==> src/rtl/regfile_cmd_sequencer_if.sv <==
// Command/response handshake plus register-file control bus between the
// control unit (master) and the register-transfer sequencer (slave).
interface regfile_cmd_sequencer_if #(
   parameter int WIDTH = 8
);
   logic             cmd_valid;
   logic             cmd_ready;
   logic [2:0]       cmd_op;
   logic [2:0]       cmd_dst;
   logic [2:0]       cmd_src;
   logic [WIDTH-1:0] cmd_imm;
   logic             busy;
   logic             rsp_valid;
   logic [WIDTH-1:0] rsp_data;
   logic [WIDTH-1:0] rf_I;
   logic [1:0]       rf_FunSel;
   logic [3:0]       rf_RSel;
   logic [3:0]       rf_TSel;
   logic [2:0]       rf_O1Sel;
   logic [2:0]       rf_O2Sel;
   logic [WIDTH-1:0] rf_O1;
   logic [WIDTH-1:0] rf_O2;

   modport master (
      output cmd_valid, cmd_op, cmd_dst, cmd_src, cmd_imm, rf_O1, rf_O2,
      input  cmd_ready, busy, rsp_valid, rsp_data,
      input  rf_I, rf_FunSel, rf_RSel, rf_TSel, rf_O1Sel, rf_O2Sel
   );

   modport slave (
      input  cmd_valid, cmd_op, cmd_dst, cmd_src, cmd_imm, rf_O1, rf_O2,
      output cmd_ready, busy, rsp_valid, rsp_data,
      output rf_I, rf_FunSel, rf_RSel, rf_TSel, rf_O1Sel, rf_O2Sel
   );
endinterface

==> src/rtl/regfile_cmd_sequencer.sv <==
// Expands one register-transfer command (CLR/LDI/INC/DEC/MOV/SWAP/READ) into
// the multi-cycle control sequence for the 4xR/4xT register file.
module regfile_cmd_sequencer #(
   parameter int WIDTH = 8
) (
   input  logic                    i_clk,
   input  logic                    i_rst_n,
   regfile_cmd_sequencer_if.slave  io_bus
);

   localparam logic [2:0] OP_NOP  = 3'd0;
   localparam logic [2:0] OP_CLR  = 3'd1;
   localparam logic [2:0] OP_LDI  = 3'd2;
   localparam logic [2:0] OP_INC  = 3'd3;
   localparam logic [2:0] OP_DEC  = 3'd4;
   localparam logic [2:0] OP_MOV  = 3'd5;
   localparam logic [2:0] OP_SWAP = 3'd6;
   localparam logic [2:0] OP_READ = 3'd7;

   typedef enum logic [2:0] {
      S_IDLE, S_WR, S_RSEL, S_RCAP, S_WA, S_WB, S_RSP
   } state_t;

   state_t           r_state;
   state_t           w_state_next;
   logic [2:0]       r_op;
   logic [2:0]       r_dst;
   logic [2:0]       r_src;
   logic [WIDTH-1:0] r_imm;
   logic [WIDTH-1:0] r_hold_a;
   logic [WIDTH-1:0] r_hold_b;
   logic [WIDTH-1:0] r_rsp_data;

   logic             w_cmd_ready;
   logic             w_accept;
   logic [3:0]       w_rsel;
   logic [3:0]       w_tsel;
   logic [1:0]       w_funsel;
   logic [WIDTH-1:0] w_rf_i;
   logic [2:0]       w_o1sel;
   logic [2:0]       w_o2sel;

   // Codes 0..3 are T1..T4 (TSel bit 3..0), codes 4..7 are R1..R4 (RSel bit 3..0).
   function automatic logic [3:0] f_tsel(input logic [2:0] c);
      f_tsel = '0;
      if (!c[2]) f_tsel[2'd3 - c[1:0]] = 1'b1;
   endfunction

   function automatic logic [3:0] f_rsel(input logic [2:0] c);
      f_rsel = '0;
      if (c[2]) f_rsel[2'd3 - c[1:0]] = 1'b1;
   endfunction

   assign w_cmd_ready = (r_state == S_IDLE) && i_rst_n;
   assign w_accept    = io_bus.cmd_valid && w_cmd_ready;

   always_comb begin
      w_state_next = r_state;
      w_rsel       = '0;
      w_tsel       = '0;
      w_funsel     = 2'b00;
      w_rf_i       = '0;
      w_o1sel      = '0;
      w_o2sel      = '0;
      case (r_state)
         S_IDLE: begin
            if (w_accept) begin
               case (io_bus.cmd_op)
                  OP_CLR, OP_LDI, OP_INC, OP_DEC: w_state_next = S_WR;
                  OP_MOV, OP_SWAP, OP_READ:       w_state_next = S_RSEL;
                  default:                        w_state_next = S_IDLE;
               endcase
            end
         end
         S_WR: begin
            w_rsel = f_rsel(r_dst);
            w_tsel = f_tsel(r_dst);
            w_rf_i = (r_op == OP_LDI) ? r_imm : '0;
            case (r_op)
               OP_LDI:  w_funsel = 2'b01;
               OP_DEC:  w_funsel = 2'b10;
               OP_INC:  w_funsel = 2'b11;
               default: w_funsel = 2'b00;
            endcase
            w_state_next = S_IDLE;
         end
         S_RSEL: begin
            w_o1sel      = r_src;
            w_o2sel      = r_dst;
            w_state_next = S_RCAP;
         end
         S_RCAP: begin
            w_o1sel      = r_src;
            w_o2sel      = r_dst;
            w_state_next = (r_op == OP_READ) ? S_RSP : S_WA;
         end
         S_WA: begin
            w_funsel     = 2'b01;
            w_rf_i       = r_hold_a;
            w_rsel       = f_rsel(r_dst);
            w_tsel       = f_tsel(r_dst);
            w_state_next = (r_op == OP_SWAP) ? S_WB : S_IDLE;
         end
         S_WB: begin
            w_funsel     = 2'b01;
            w_rf_i       = r_hold_b;
            w_rsel       = f_rsel(r_src);
            w_tsel       = f_tsel(r_src);
            w_state_next = S_IDLE;
         end
         S_RSP:   w_state_next = S_IDLE;
         default: w_state_next = S_IDLE;
      endcase
   end

   always_ff @(posedge i_clk or negedge i_rst_n) begin
      if (!i_rst_n) begin
         r_state    <= S_IDLE;
         r_op       <= OP_NOP;
         r_dst      <= '0;
         r_src      <= '0;
         r_imm      <= '0;
         r_hold_a   <= '0;
         r_hold_b   <= '0;
         r_rsp_data <= '0;
      end else begin
         r_state <= w_state_next;
         if (w_accept) begin
            r_op  <= io_bus.cmd_op;
            r_dst <= io_bus.cmd_dst;
            r_src <= io_bus.cmd_src;
            r_imm <= io_bus.cmd_imm;
         end
         // Response data is loaded together with hold_a so it is already valid during the RSP pulse.
         if (r_state == S_RCAP) begin
            r_hold_a <= io_bus.rf_O1;
            r_hold_b <= io_bus.rf_O2;
            if (r_op == OP_READ) r_rsp_data <= io_bus.rf_O1;
         end
      end
   end

   assign io_bus.cmd_ready = w_cmd_ready;
   assign io_bus.busy      = ~w_cmd_ready;
   assign io_bus.rsp_valid = (r_state == S_RSP);
   assign io_bus.rsp_data  = r_rsp_data;
   assign io_bus.rf_I      = w_rf_i;
   assign io_bus.rf_FunSel = w_funsel;
   assign io_bus.rf_RSel   = w_rsel;
   assign io_bus.rf_TSel   = w_tsel;
   assign io_bus.rf_O1Sel  = w_o1sel;
   assign io_bus.rf_O2Sel  = w_o2sel;

endmodule

==> src/flat_wrapper.sv <==
// flat-port wrapper written by rule: the top's interface ports become plain ports
module regfile_cmd_sequencer_flat 
#(
   parameter int WIDTH = 8
)
  (i_clk, i_rst_n, io_bus_cmd_valid, io_bus_cmd_op, io_bus_cmd_dst, io_bus_cmd_src, io_bus_cmd_imm, io_bus_rf_O1, io_bus_rf_O2, io_bus_cmd_ready, io_bus_busy, io_bus_rsp_valid, io_bus_rsp_data, io_bus_rf_I, io_bus_rf_FunSel, io_bus_rf_RSel, io_bus_rf_TSel, io_bus_rf_O1Sel, io_bus_rf_O2Sel);
  regfile_cmd_sequencer_if #(.WIDTH(WIDTH)) io_bus_i ();
  input  logic i_clk;
  input  logic i_rst_n;
  input wire logic [$bits(io_bus_i.cmd_valid)-1:0] io_bus_cmd_valid;
  input wire logic [$bits(io_bus_i.cmd_op)-1:0] io_bus_cmd_op;
  input wire logic [$bits(io_bus_i.cmd_dst)-1:0] io_bus_cmd_dst;
  input wire logic [$bits(io_bus_i.cmd_src)-1:0] io_bus_cmd_src;
  input wire logic [$bits(io_bus_i.cmd_imm)-1:0] io_bus_cmd_imm;
  input wire logic [$bits(io_bus_i.rf_O1)-1:0] io_bus_rf_O1;
  input wire logic [$bits(io_bus_i.rf_O2)-1:0] io_bus_rf_O2;
  output wire logic [$bits(io_bus_i.cmd_ready)-1:0] io_bus_cmd_ready;
  output wire logic [$bits(io_bus_i.busy)-1:0] io_bus_busy;
  output wire logic [$bits(io_bus_i.rsp_valid)-1:0] io_bus_rsp_valid;
  output wire logic [$bits(io_bus_i.rsp_data)-1:0] io_bus_rsp_data;
  output wire logic [$bits(io_bus_i.rf_I)-1:0] io_bus_rf_I;
  output wire logic [$bits(io_bus_i.rf_FunSel)-1:0] io_bus_rf_FunSel;
  output wire logic [$bits(io_bus_i.rf_RSel)-1:0] io_bus_rf_RSel;
  output wire logic [$bits(io_bus_i.rf_TSel)-1:0] io_bus_rf_TSel;
  output wire logic [$bits(io_bus_i.rf_O1Sel)-1:0] io_bus_rf_O1Sel;
  output wire logic [$bits(io_bus_i.rf_O2Sel)-1:0] io_bus_rf_O2Sel;
  assign io_bus_i.cmd_valid = io_bus_cmd_valid;
  assign io_bus_i.cmd_op = io_bus_cmd_op;
  assign io_bus_i.cmd_dst = io_bus_cmd_dst;
  assign io_bus_i.cmd_src = io_bus_cmd_src;
  assign io_bus_i.cmd_imm = io_bus_cmd_imm;
  assign io_bus_i.rf_O1 = io_bus_rf_O1;
  assign io_bus_i.rf_O2 = io_bus_rf_O2;
  assign io_bus_cmd_ready = io_bus_i.cmd_ready;
  assign io_bus_busy = io_bus_i.busy;
  assign io_bus_rsp_valid = io_bus_i.rsp_valid;
  assign io_bus_rsp_data = io_bus_i.rsp_data;
  assign io_bus_rf_I = io_bus_i.rf_I;
  assign io_bus_rf_FunSel = io_bus_i.rf_FunSel;
  assign io_bus_rf_RSel = io_bus_i.rf_RSel;
  assign io_bus_rf_TSel = io_bus_i.rf_TSel;
  assign io_bus_rf_O1Sel = io_bus_i.rf_O1Sel;
  assign io_bus_rf_O2Sel = io_bus_i.rf_O2Sel;
  regfile_cmd_sequencer #(.WIDTH(WIDTH)) u_core (.i_clk(i_clk), .i_rst_n(i_rst_n), .io_bus(io_bus_i));
endmodule
==> config.mk <==
export PLATFORM = sky130hd
export DESIGN_NAME = regfile_cmd_sequencer_flat
export DESIGN_NICKNAME = d
export VERILOG_FILES = /design/src/rtl/regfile_cmd_sequencer_if.sv /design/src/rtl/regfile_cmd_sequencer.sv /design/src/flat_wrapper.sv
export SDC_FILE = /design/constraint.sdc
export NUM_CORES = 1
export LEC_CHECK = 0
export BUFFER_PORTS_ARGS = -buffer_cell sky130_fd_sc_hd__buf_2
export CAP_MARGIN = 5
export CORE_MARGIN = 5
export CORE_UTILIZATION = 50
export DETAILED_ROUTE_END_ITERATION = 10
export HOLD_SLACK_MARGIN = 0.15
export PLACE_DENSITY_LB_ADDON = 0.3
export SLEW_MARGIN = 10
export SYNTH_ARGS = -nofsm -noshare
export SYNTH_HDL_FRONTEND = slang
export SYNTH_SLANG_ARGS = --single-unit
==> constraint.sdc <==
create_clock -name i_clk -period 2.4 [get_ports i_clk]
set_input_delay 0.48 -clock i_clk [delete_from_list [all_inputs] [get_ports i_clk]]
set_output_delay 0.48 -clock i_clk [all_outputs]
set_load 0.05 [all_outputs]
# After elaboration in Yosys (flattened, before gate mapping)
# Cells that the tools add are included.
# word_totals
reg_bits	44
# classes
n_addsub	2
magnitude_cmp	4
eq_ne	19
mux	21
n_bitwise	1
n_reduce_logical	11
# op_table
cell	count
$eq 3x3->1 const B	10
$pmux 8 s3	1
$eq 3x2->1 const B	6
$mux 4	4
$pmux 4 s2	2
$mux 3	4
$pmux 3 s4	1
$mux 8	1
$pmux 2 s2	2
$eq 3x1->1 const B	2
$lt 2x3->1 const B	2
$pmux 2 s3	1
$reduce_or 2->1	3
$demux 1 s2	2
$ge 2x1->1 const B	2
$logic_and 1x1->1	4
$reduce_or 4->1	1
$sub 2x2->2 const A	2
$logic_not 3->1	1
$reduce_or 3->1	1
$mux 1	2
$mux 2	1
$ne 2x1->1 const B	1
$reduce_and 2->1	1
$not 1->1	1

# Longest topological paths before layout
# Gate-level depths: netlist (run 1).
# logic_depth
ltp_word	7
mapped_depth	5
depth_no_buf	3

# Least setup slack after synthesis (run 1)
# OpenSTA, ideal clock, no wires.
# synth_timing
kind	reg-to-output
startpoint	reg u_core.r_state[1]
endpoint	out io_bus_rf_FunSel[1]
arrival_time_ns	2.306
required_ns	1.920
setup_slack_ns	-0.386
stages_incl_launch_ff	3
cell_sequence	dfrtp_1 > clkbuf_1 > nor4b_1
# synth_between
elab_chain_len	3
word_cells_on_any_way	5
cone_classes	eq/ne (3); mux (1); reduce/logical (1)
# synth_lines
element	line_no	text
start: declaration	regfile_cmd_sequencer.sv:24	state_t r_state;
start signal: assignment	regfile_cmd_sequencer.sv:127	r_state <= w_state_next;
$eq 3x3->1	regfile_cmd_sequencer.sv:65	case (r_state)
$reduce_or 2->1 (no line)	-	
$pmux 2 s2 (*)	regfile_cmd_sequencer.sv:65	
end: declaration	flat_wrapper.sv:22	output wire logic [$bits(io_bus_i.rf_FunSel)-1:0] io_bus_rf_FunSel;
# Mark *: on every way between the ends. The rest lies on a longest branch, timed or not.

# Worst setup path in the final report (run 1)
# layout_timing
startpoint	reg u_core.r_state[0]
endpoint	out io_bus_rf_TSel[3]
# layout_between
elab_chain_len	3
word_cells_on_any_way	5
cone_classes	eq/ne (3); mux (1); reduce/logical (1)
# layout_lines
element	line_no	text
$eq 3x1->1 / $eq 3x3->1 (equally long branches)	regfile_cmd_sequencer.sv:65	
$reduce_or 2->1 (no line)	-	
$pmux 4 s2 (*)	regfile_cmd_sequencer.sv:65	
end: declaration	flat_wrapper.sv:24	output wire logic [$bits(io_bus_i.rf_TSel)-1:0] io_bus_rf_TSel;
# Marked as above.

==> results of run 1 <==
==> through the flow <==
step / total power (W) / std cells / setup slack (ps)
finish: 0.00261 / 295 / 117
global placement: 0.00201 / 286 / 338
global route: 0.00276 / 295 / 16.8
CTS: 0.00263 / 295 / 19.0
detailed placement: 0.00204 / 286 / 294
floorplan: 0.00182 / 163 / -14.0
==> registers in the layout, indices dropped and copies added, names as in the netlist <==
signal	count
u_core.r_op	3
u_core.r_src	3
u_core.io_bus.rsp_data	8
u_core.r_hold_a	8
u_core.r_hold_b	8
u_core.r_state	3
u_core.r_imm	8
u_core.r_dst	3
==> worst min path at each step <==
stage | start | end | slack (ps)
3_3_place_gp | i_rst_n | u_core.r_state[0] | 350
2_1_floorplan | i_rst_n | u_core.io_bus.rsp_data[0] | 180
4_1_cts | i_rst_n | u_core.r_dst[1] | 330
5_1_grt | i_rst_n | u_core.r_src[1] | 360
3_5_place_dp | i_rst_n | u_core.r_state[0] | 350
6_report | i_rst_n | u_core.r_src[2] | 320
==> placed cells by master (no fill, tap or decap), drive strengths merged, types with 3 or more instances in the layout <==
cell type	count
buf	77
dfrtp	44
mux2	41
a22o	8
a21o	8
and3	6
o22ai	6
clkbuf	6
nand2	5
a21oi	4
nand3b	4
inv	4
nand2b	3
nand3	3
nor2	3
==> routing by layer <==
metal | vias to the layer above | wire, um | track usage (%)
met1 | 797 | 1970 | 22.1
li1 | 766 | - | -
met3 | 8 | 359 | 5.67
met4 | 0 | 69 | 6.99
met2 | 55 | 2480 | 32.3
met5 | - | 0 | 0
==> area by class of cell <==
class                   instances  area (um2)
repair buffers                 79         425
well taps                      52        65.1
clock buffers                   5        68.8
flip-flops and latches         44        1100
multi-input cells             109        1040
fillers                       342        1510
inverters                       3        11.3
clock inverters                 3        46.3
==> power by group through the flow <==
stage	sequential, W	clock [W]	combinational, W
floorplan	0.00124	0	0.000576
global placement	0.00119	0	0.000816
detailed placement	0.00120	0	0.000836
CTS	0.00119	0.000595	0.000838
global route	0.00124	0.000625	0.000896
finish	0.00120	0.000581	0.000831
==> critical path, stage by stage (launching register included) <==
cell and delay, ps:
dfrtp_2 490, xor2_2 200, or3b_1 420, o32ai_2 130
clkbuf_4 270
==> repair_timing <==
item,CTS,global route
gates resized for setup,1,4
setup endpoints to repair,2,3
hold buffers,1,0
endpoints found under the hold margin,6,0
cloned,0,0
==> cell families (layout without fill, tap and decap cells) <==
kind of cell / Yosys count / after routing / share of synthesized area, %
flops: 44 / 44 / 51.0
mux: 41 / 41 / 23.1
simple gates: 36 / 36 / 12.3
compound gates: 31 / 31 / 10.5
buf+inv: 10 / 90 / 2.72
xor+xnor: 1 / 1 / 0.405
==> run_results.csv, run 1 <==
group,metric,value,unit
outcome,status,"finished, final reports clean",
sta,slew_headroom,67.5,%
sta,rsz0062_at_grt,"false",
global_route,grt_pass1_vias,1684,
synth,yosysTopAreaCellShare,51.0,%
detailed_routing,drtPass1Iterations,4,
detailed_routing,routed_via_density,5.51,
setup_path,critPathArrivalTime,1800,ps
sta,timing.final.crit_period,2280,ps
clock_tree,clkTransAtPathRegs,90,ps
setup_path,required,1920,ps
setup_path,timing.rr.end,"u_core.r_imm[5]",
synth,synth_cells,163,
setup_path,worstSetupPathType,"flip-flop to output port",
global_route,grt.total_usage,18.8,%
setup_path,reg2reg_from,"u_core.r_state[1]",
sta,hold_ws,321,ps
setup_path,crit_fanout,9,
sta,worst_slew_pin_slew,488,ps
pwr,p_int,0.00170,W
sta,setup_viol,0,
sta,finalCritPeriodShare,95.1,%
placement,io_buffers,70,
setup_path,end_kind,"output port",
clock_tree,h-tree-depth,2,
clock_tree,clk_latency,300,ps
final_layout,fin_area,2760,um2
placement,place_congestion,0.893,
final_layout,drive_gt1_share,57.2,%
sta,maxSlewViolCount,0,
synth,seq_area_frac_synth,51.0,%
sta,tns,0,ps
setup_path,r2r_slack,680,ps
sta,report.final.hold_viol_count,0,
die,row_count,24,
detailed_routing,ant_nets,0,
synth,synth.avg_cell_area,13.3,um2
synth,synth_cell_types,36,
detailed_routing,drc,0,
die,die_area,5740,um2
clock_tree,cts_buffers,5,
pwr,comb_power_share,31.9,%
global_route,grt_max_degree,39,
synth,synth_most_common_cell,"dfrtp_1",
sta,max_freq,0.438,GHz
pwr,swShare,34.9,%
final_layout,insertedDiodeCount,0,
clock_tree,cts_root_buf,"clkbuf_8",
synth,ys_seq_elements,44,
clock_tree,post_cts_buffers,0,
die,start_util,50.7,%
detailed_routing,vias,1626,
global_route,antenna_found_initial,0,
global_route,grt_pass1_wl,8.02,mm
synth,synth_area,2160,um2
min_path,worst_hold_path_type,"input port to asynchronous set/reset pin",
pwr,p_leak,1.46,nW
pwr,ir_drop,0.000596,V
setup_path,start_kind,"flip-flop",
synth,synth_ff_type,"dfrtp_1",
synth,synth_area_leader_cell,"dfrtp_1",
detailed_routing,wire_per_inst,16.6,um
detailed_routing,routed_wl,4.88,mm
placement,dp_hpwl,3.63,mm
die,core_area,4260,um2
pwr,seqPwrFrac,45.9,%
global_route,grt_overflow,0,
synth,syn_nets,199,
detailed_routing,drtIter0Drc,30,
synth,synth-edff-count,0,
setup_path,critical_path.startpoint,"u_core.r_state[0]",
die,fp.dieW,75.7,um
job,timing.max_cap.violations,0,
final_layout,num-nets-final,278,
clock_tree,clock_path_buffers,2,
synth,synth_common_cells,"44 x dfrtp_1, 31 x mux2_2, 10 x mux2_4",
die,boundaryPins,71,
pwr,p_clk_share,22.3,%
synth,yosysWarningCount,0,
pwr,netSwitchingPower,0.000911,W
setup_path,reg2reg_depth,4,
placement,place_area,2620,um2
setup_path,crit_end,"io_bus_rf_TSel[3]",
synth,synthTopCellsByArea,"dfrtp_1 51%, mux2_2 16%, mux2_4 6.9%",
sta,clock_skew,5.82,ps
pwr,powerDensity,947,nW/um2
die,die_h,75.7,um
final_layout,postLayoutCoreUtil,64.6,%
synth,async_flop_share,100,%
clock_tree,cts_tree,"built",
final_layout,areaGrowthSynthToFinish,27.5,%
clock_tree,cts.sinks,44,
Note: power is estimated with default switching activity, not from simulation.
==> inputs of run 2 (changes only) <==
--- a/config.mk
+++ b/config.mk
@@ -5,6 +5,7 @@
 export SDC_FILE = /design/constraint.sdc
 export NUM_CORES = 1
 export LEC_CHECK = 0
+export ABC_AREA = 1
 export BUFFER_PORTS_ARGS = -buffer_cell sky130_fd_sc_hd__buf_2
 export CAP_MARGIN = 5
 export CORE_MARGIN = 5
@@ -12,6 +13,7 @@
 export DETAILED_ROUTE_END_ITERATION = 10
 export HOLD_SLACK_MARGIN = 0.15
 export PLACE_DENSITY_LB_ADDON = 0.3
+export RECOVER_POWER = 25
 export SLEW_MARGIN = 10
 export SYNTH_ARGS = -nofsm -noshare
 export SYNTH_HDL_FRONTEND = slang
==> run_results.csv, run 2 <==
group,metric,value,unit
setup_path,timing.rr.end,"u_core.r_imm[5]",
synth,yosysWarningCount,0,
job,timing.max_cap.violations,0,
placement,io_buffers,70,
detailed_routing,wire_per_inst,12.6,um
global_route,grt_pass1_vias,2006,
min_path,hp-start,"io_bus_rf_O2[4]",
sta,setup_viol,0,
die,die_h,76.5,um
sta,report.final.hold_viol_count,0,
clock_tree,h-tree-depth,2,
clock_tree,cts_buffers,5,
final_layout,postLayoutCoreUtil,61.5,%
setup_path,r2r_slack,930,ps
synth,synth_cell_types,19,
synth,yosysTopAreaCellShare,49.7,%
sta,max_freq,0.441,GHz
detailed_routing,drtIter0Drc,129,
synth,synth_cells,287,
global_route,grt_max_degree,46,
final_layout,mostFrequentLayoutCell,"nand2_1",
synth,synth-edff-count,0,
min_path,whs_endpoint,"u_core.r_hold_b[4]",
die,core_area,4320,um2
final_layout,drive_gt1_share,26.0,%
detailed_routing,vias,2034,
synth,ys_seq_elements,44,
final_layout,insertedDiodeCount,0,
setup_path,reg2reg_from,"u_core.r_state[0]",
pwr,powerDensity,1100,nW/um2
setup_path,crit_fanout,8,
synth,synth_ff_type,"dfrtp_1",
detailed_routing,routed_via_density,4.96,
sta,maxSlewViolCount,0,
clock_tree,clkTransAtPathRegs,70,ps
pwr,ir_drop,0.000585,V
detailed_routing,routed_wl,5.18,mm
synth,synth_area_leader_cell,"dfrtp_1",
placement,dp_hpwl,3.92,mm
synth,synth_common_cells,"105 x nand2_1, 44 x dfrtp_1, 40 x inv_1",
setup_path,required,1920,ps
placement,place_congestion,0.832,
synth,async_flop_share,100,%
global_route,grt.total_usage,19.0,%
die,row_count,24,
synth,synthTopCellsByArea,"dfrtp_1 50%, nand2_1 18%, inv_1 6.8%",
sta,rsz0062_at_grt,"true",
synth,synth.avg_cell_area,7.71,um2
pwr,totalPowerFinal,0.00293,W
clock_tree,cts_root_buf,"clkbuf_8",
final_layout,layout_common_cells,"105 x nand2_1, 67 x buf_2, 44 x dfrtp_1, 40 x inv_1, 21 x o21ai_0",
die,start_util,51.2,%
die,boundaryPins,71,
setup_path,critPathArrivalTime,1790,ps
outcome,status,"finished, final reports clean",
sta,worst_slew_pin_slew,1080,ps
setup_path,worstSetupPathType,"flip-flop to output port",
global_route,grt_overflow,0,
detailed_routing,drc,0,
die,die_area,5860,um2
global_route,antenna_found_initial,0,
sta,slew_headroom,28.2,%
setup_path,start_kind,"flip-flop",
die,fp.dieW,76.5,um
clock_tree,clk_latency,290,ps
synth,syn_nets,323,
synth,synth_area,2210,um2
clock_tree,clock_path_buffers,2,
min_path,worst_hold_path_type,"input port to flip-flop",
detailed_routing,ant_nets,0,
synth,synth_most_common_cell,"nand2_1",
min_path,hold_depth,3,
clock_tree,cts.sinks,44,
final_layout,areaGrowthSynthToFinish,20.1,%
global_route,grt_pass1_wl,9.17,mm
final_layout,stdcell_count,410,
sta,clock_skew,8.07,ps
detailed_routing,drtPass1Iterations,4,
sta,finalCritPeriodShare,94.4,%
setup_path,end_kind,"output port",
clock_tree,cts_tree,"built",
placement,placed_cells,404,
final_layout,num-nets-final,396,
setup_path,reg2reg_depth,6,
pwr,p_leak,1.49,nW
synth,seq_area_frac_synth,49.7,%
sta,timing.final.crit_period,2270,ps
==> run 2: metrics by stage <==
stage / instance area [um2] / setup slack [ps] / TNS (ps) / hold WS [ps]
CTS: 2650 / 86.4 / 0 / 349
global placement: 2580 / 447 / 0 / 454
detailed placement: 2580 / 418 / 0 / 460
global route: 2660 / -11.2 / -20.2 / 389
finish: 2660 / 133 / 0 / 391
floorplan: 2210 / -42.0 / -336 / 184
==> run 2: routing by layer <==
layer	routed length (um)	track usage [%]	share of wire [%]	vias up
met2	2520	29.0	49	70
met5	0	0	0	-
met4	48	6.12	0.93	0
met3	348	5.08	6.7	6
met1	2270	26.3	44	923
li1	-	-	-	1035
==> run 2: report_power, final <==
part	internal, W	switching [W]	total (W)
combinational	0.000339	0.000890	0.00123
sequential	0.00104	0.000240	0.00128
clock	0.000188	0.000225	0.000413
total	0.00157	0.00135	0.00293
==> run 2: critical path: stages, from the launching register on <==
cell and delay, ps:
dfrtp_1 450, inv_1 150, nand3_1 180, nand2_1 250, nand2_1 90, o21ai_0 90, buf_2 290
==> run 2: area by class of cell <==
type	count	area, um2
fill	406	1670
sequential	44	1100
multi-input combinational	195	900
timing repair buffer	72	367
inverter	42	158
clock buffer	5	68.8
tap	52	65.1
==> run 2: logic make-up (layout without fill, tap and decap cells) <==
| group | after synthesis | count (layout) | share of synthesized area, % |
|---|---|---|---|
| DFF | 44 | 44 | 49.7 |
| AOI/OAI and AO/OA | 47 | 47 | 12.1 |
| buffers and inverters | 48 | 119 | 9.84 |
| and+or+nand+nor | 148 | 148 | 28.3 |
==> run 2: repair_timing <==
| item | 4_1_cts | 5_1_grt |
|---|---|---|
| buffers inserted | 0 | 1 |
| hold buffers | 0 | 0 |
| resized for setup | 0 | 3 |
| setup endpoints to repair | 0 | 16 |
==> run 2: worst max path at each step <==
stage	cells after the start	slack (ps)	startpoint	to
6_report	6	130	u_core.r_state[2]	io_bus_rf_RSel[0]
5_1_grt	6	-10	u_core.r_state[2]	io_bus_rf_TSel[3]
4_1_cts	6	90	u_core.r_state[2]	io_bus_rf_I[1]
3_5_place_dp	6	420	u_core.r_state[2]	io_bus_rf_I[1]
3_3_place_gp	6	450	u_core.r_state[2]	io_bus_rf_I[4]
2_1_floorplan	5	-40	u_core.r_state[1]	io_bus_rf_RSel[0]
